[config.mk]
export PLATFORM = sky130hd
export DESIGN_NAME = tt_sweep_reader
export DESIGN_NICKNAME = d
export VERILOG_FILES = /design/src/rtl/tt_sweep_reader.sv
export SDC_FILE = /design/constraint.sdc
export NUM_CORES = 1
export LEC_CHECK = 0
export CAP_MARGIN = 20
export CORE_AREA = 2 2 128 130
export DETAILED_ROUTE_END_ITERATION = 6
export DIE_AREA = 0 0 130 132
export PLACE_DENSITY = 0.87
export SYNTH_ARGS = -nofsm -noshare
export SYNTH_HDL_FRONTEND = slang
export SYNTH_SLANG_ARGS = --single-unit
[constraint.sdc]
create_clock -name clk -period 2.5 [get_ports clk]
set_clock_uncertainty 0.2 [all_clocks]
set_input_delay 0.625 -clock clk [delete_from_list [all_inputs] [get_ports clk]]
set_output_delay 0.625 -clock clk [all_outputs]
set_load 0.1 [all_outputs]
[src/rtl/tt_sweep_reader.sv]
// Sweeps every input vector of an N_IN-input combinational function, captures its
// truth table, then streams the table out as bytes over a valid/ready handshake.
module tt_sweep_reader #(
  parameter int N_IN   = 7,
  parameter int SETTLE = 1
) (
  input  logic            clk,
  input  logic            rst_n,
  input  logic            start,
  output logic [N_IN-1:0] x_out,
  input  logic            y_in,
  output logic [7:0]      tt_data,
  output logic            tt_valid,
  input  logic            tt_ready,
  output logic            busy,
  output logic            done,
  output logic [N_IN:0]   ones_count
);

  localparam int              TT_BITS     = 2 ** N_IN;
  localparam int              N_BYTES     = TT_BITS / 8;
  localparam int              BW          = (N_IN > 3) ? N_IN - 3 : 1;
  localparam logic [BW-1:0]   LAST_BYTE   = BW'(N_BYTES - 1);
  localparam logic [3:0]      SETTLE_LAST = 4'(SETTLE);
  localparam logic [N_IN-1:0] X_LAST      = '1;

  typedef enum logic [1:0] {IDLE, SWEEP, STREAM, FIN} state_t;

  state_t              r_state;
  state_t              w_state_next;
  logic [N_IN-1:0]     r_x;
  logic [3:0]          r_settle;
  logic [TT_BITS-1:0]  r_tt;
  logic [N_IN:0]       r_ones;
  logic [BW-1:0]       r_byte;
  logic                w_sample;
  logic                w_last_vec;
  logic                w_last_byte;
  logic [N_IN-1:0]     w_base;

  // The last edge of each settle window is the only one that samples y_in.
  assign w_sample    = (r_state == SWEEP) && (r_settle == SETTLE_LAST);
  assign w_last_vec  = (r_x == X_LAST);
  assign w_last_byte = (r_byte == LAST_BYTE);
  assign w_base      = N_IN'({r_byte, 3'b000});

  assign x_out      = r_x;
  assign ones_count = r_ones;

  always_ff @(posedge clk or negedge rst_n) begin
    if (!rst_n) begin
      r_state <= IDLE;
    end else begin
      r_state <= w_state_next;
    end
  end

  always_comb begin
    w_state_next = r_state;
    busy         = 1'b1;
    done         = 1'b0;
    tt_valid     = 1'b0;
    tt_data      = 8'h00;
    case (r_state)
      IDLE: begin
        busy = 1'b0;
        if (start) w_state_next = SWEEP;
      end
      SWEEP: begin
        if (w_sample && w_last_vec) w_state_next = STREAM;
      end
      STREAM: begin
        tt_valid = 1'b1;
        tt_data  = r_tt[w_base +: 8];
        if (tt_ready && w_last_byte) w_state_next = FIN;
      end
      FIN: begin
        done         = 1'b1;
        w_state_next = IDLE;
      end
      default: w_state_next = IDLE;
    endcase
  end

  always_ff @(posedge clk or negedge rst_n) begin
    if (!rst_n) begin
      r_x      <= '0;
      r_settle <= '0;
      r_tt     <= '0;
      r_ones   <= '0;
      r_byte   <= '0;
    end else begin
      case (r_state)
        IDLE: begin
          if (start) begin
            r_x      <= '0;
            r_settle <= '0;
            r_tt     <= '0;
            r_ones   <= '0;
            r_byte   <= '0;
          end
        end
        SWEEP: begin
          if (w_sample) begin
            r_tt[r_x] <= y_in;
            r_ones    <= r_ones + {{N_IN{1'b0}}, y_in};
            r_settle  <= '0;
            // x_out parks at all-ones for the stream instead of wrapping.
            if (w_last_vec) begin
              r_byte <= '0;
            end else begin
              r_x <= r_x + 1'b1;
            end
          end else begin
            r_settle <= r_settle + 1'b1;
          end
        end
        STREAM: begin
          if (tt_ready && !w_last_byte) r_byte <= r_byte + 1'b1;
        end
        default: ;
      endcase
    end
  end

endmodule

==> impl_metrics.yaml, run 1 <==
global_routing:
  grt-ovfl-total: 0
  met3_usage_pct: 10.0
  grtUsageTotal_pct: 34.2
  grt_pass1_wl_um: 45100
  grt_pass1_vias: 8373
  gr-usage-met2_pct: 51.9
  met1_usage_pct: 43.2
  top_usage_layer: "met2"
  antenna_found_initial: 0
  grt_max_degree: 86
cells_and_area:
  drive_above_1_share_pct: 22.8
  fin_area_um2: 11000
  final_cell_mix: "166 x nand2_1, 154 x a21oi_1, 145 x dfrtp_1"
  syn_to_final_growth_pct: 26.2
  layout_commonest_cell: "nand2_1"
  nets: 1000
  diodes: 0
setup_path:
  required_ns: 1.67
  slowest_stage: "mux4_2"
  cp_num_buf_inv: 4
  r2r-start: "r_settle[1]$_DFFE_PN0P_"
  crit_arrival_ns: 2.34
  cp_common_cell: "buf_12"
  r2r_slack_ns: -0.03
  reg2regPathDepth: 9
  endpoint_kind: "primary output"
  worstPathCellList: "buf_6, buf_12, mux4_2, mux2i_2, buf_4, o22ai_4, buf_12"
  path_class: "flip-flop to primary output"
  critPathLaunchType: "flip-flop"
  cp_top_family: "multiplexers"
  worstReg2RegEnd: "r_tt[47]$_DFFE_PN0P_"
  max_stage_delay_ns: 0.54
  crit_fanout: 8
timing:
  finalCritPeriodShare_pct: 126
  fin_tns_setup_ns: -4.90
  final_hold_viol_count: 0
  rsz0062_at_grt: "true"
  slew_headroom_pct: 58.4
  fmax_ghz: 0.316
  final.min_clock_period_ns: 3.16
  slew_violations: 0
  setup_viol: 9
  tightest_slew_ns: 0.622
  timing.final.ws_setup_ns: -0.660
status:
  status: "finished, violations left"
  violations: "DRC, setup timing"
floorplanning:
  ios: 31
  die_x_um: 130
  design.die.area_um2: 17200
  coreArea_um2: 15700
  start_util_pct: 55.4
  die_y_um: 132
  rows: 46
clocking:
  clockBufferDepth: 2
  numCtsBuffers: 17
  root_buffer: "clkbuf_16"
  cts_tree: "done"
  clock_sinks: 153
  worstSkewPairLatency_ns: 0.44
  path_clk_slew_ns: 0.06
  h-tree-depth: 4
logic_synthesis:
  synth_area_leaders: "dfrtp_1 44%, a21oi_1 9.0%, mux4_2 8.3%"
  synth_nets: 945
  synth_edf_count: 0
  ys_types: 53
  synth-compound-area-share_pct: 17.4
  syn_avg_cell_area_um2: 9.36
  synth_top_family_by_area: "compound AO/OA/AOI/OAI gates"
  synth_top_area_share_pct: 44.0
  synth-simple-area-share_pct: 15.8
  syn_area_um2: 8700
  synth_fa_ha_area_share_pct: 1.44
  yosys_warnings: 0
  ys_ff_latch: 153
  yosysTopAreaCell: "dfrtp_1"
  muxShareOfSynthArea_pct: 16.4
  seq_area_frac_synth_pct: 44.0
  synthXorXnorAreaFrac_pct: 0.201
  synthArstFlopShare_pct: 100
  ys.flop_type: "dfrtp_1"
  synthCells: 930
routing:
  drt_wl_total_um: 29700
  viasPerCell: 7.16
  num_vias: 8690
  ant_nets: 0
  drt-wirelength-per-cell_um: 24.4
  drtIter0Drc: 1760
  drcViolationCount: 11
  dr.pass1.iters: 7
place:
  io_buffers: 30
  placed_cell_area_um2: 10000
  gp_congestion: 0.877
  hpwl_um: 16600
job:
  drv_cap: 0
pwr:
  power_w: 0.0107
  power.static_leakage_nw: 4.78
  cellPowerDensity_nw_per_um2: 974
  ir_drop_mv: 1.07
min_path:
  hold_path.startpoint: "r_tt[51]$_DFFE_PN0P_"
  hold_end: "r_tt[51]$_DFFE_PN0P_"
  hold_path_class: "flip-flop to flip-flop"
  hold_depth: 2
logic make-up (layout without fill, tap and decap cells):
| family | count (synthesis) | count (layout) |
|---|---|---|
| AND/OR/NAND/NOR | 292 | 292 |
| adder cells (fa/ha/maj) | 10 | 10 |
| multiplexers | 102 | 102 |
| AO/OA/AOI/OAI | 277 | 277 |
| XOR/XNOR | 2 | 2 |
| flip-flops | 153 | 153 |
| buffers and inverters | 94 | 162 |
worst max path at each step:
stage | from | endpoint | depth (start not counted)
5_1_grt | r_byte[0]$_DFFE_PN0P_ | tt_data[3] | 7
2_1_floorplan | r_state[0]$_DFFE_PN0P_ | tt_data[6] | 6
6_report | r_byte[0]$_DFFE_PN0P_ | tt_data[0] | 7
3_3_place_gp | start | r_byte[3]$_DFFE_PN0P_ | 6
4_1_cts | r_byte[0]$_DFFE_PN0P_ | tt_data[0] | 7
3_5_place_dp | y_in | r_tt[78]$_DFFE_PN0P_ | 6
registers in the layout, indices dropped and copies added, names as in the netlist:
signal / flops
r_byte: 4
r_settle: 4
r_state: 2
r_tt: 128
x_out: 7
ones_count: 8
repair_timing:
action	CTS	global route
gates resized for setup	26	16
hold endpoints to repair	38	0
buffers inserted	6	5
hold buffers	1	0
endpoints found under the setup margin	83	86
pin swaps	2	5
gates cloned	1	3
power by group:
part           total, W  switching, W  internal, W
registers       0.00285      0.000225      0.00262
logic           0.00522       0.00327      0.00196
clock network   0.00262       0.00106      0.00156
tightest hold or removal path: stages (launching register included):
cell	delay, ns
dfrtp_1	0.36
a21oi_1	0.06
o21ai_0	0.07
routing by layer:
layer	share of wire [%]	vias up
li1	-	3458
met3	13	260
met2	45	845
met5	0	-
met4	8.0	0
met1	34	4127
final cells by class:
class | instances | area, um^2
multi-input combinational | 683 | 4790
fill | 957 | 4730
sequential | 153 | 3840
timing repair buffer | 120 | 1460
clock buffer | 23 | 478
tap | 216 | 270
clock inverter | 9 | 114
inverter | 10 | 37.5
per-stage QoR:
step                      hold WS, ns  utilization (%)  std cells  setup WS [ns]
final                           0.329             69.9       1214         -0.660
after global routing            0.349             69.9       1214         -0.665
after CTS                       0.322             69.1       1207         -0.593
after detailed placement        0.311             63.9       1167         -0.262
after global placement          0.282             63.9       1167         -0.150
after floorplan                 0.129                -        930         -0.156
cells in the mapped netlist, types with 3 or more instances:
| cell | number |
|---|---|
| buf_6 | 6 |
| buf_1 | 12 |
| nor3b_2 | 3 |
| ha_1 | 10 |
| buf_2 | 16 |
| nor2_1 | 11 |
| a21oi_1 | 156 |
| o22ai_1 | 8 |
| clkbuf_1 | 50 |
| dfrtp_1 | 153 |
| a31oi_1 | 4 |
| inv_1 | 10 |
| nor4bb_1 | 4 |
| o21ai_1 | 6 |
| or3_1 | 3 |
| nand3b_1 | 5 |
| o31ai_1 | 5 |
| mux2i_1 | 68 |
| o21ai_0 | 80 |
| nand2_1 | 167 |
| nor3_1 | 7 |
| nand2b_1 | 6 |
| mux4_2 | 32 |
| and3b_1 | 3 |
| nand3_1 | 65 |
| and4b_1 | 4 |
Note: power is estimated with default switching activity, not from simulation.
==> run 2: changes to the inputs <==
CAP_MARGIN = not set   (was 20)
==> results of run 2 <==
No change in the layout: final DEF, timing and power equal those of run 1.
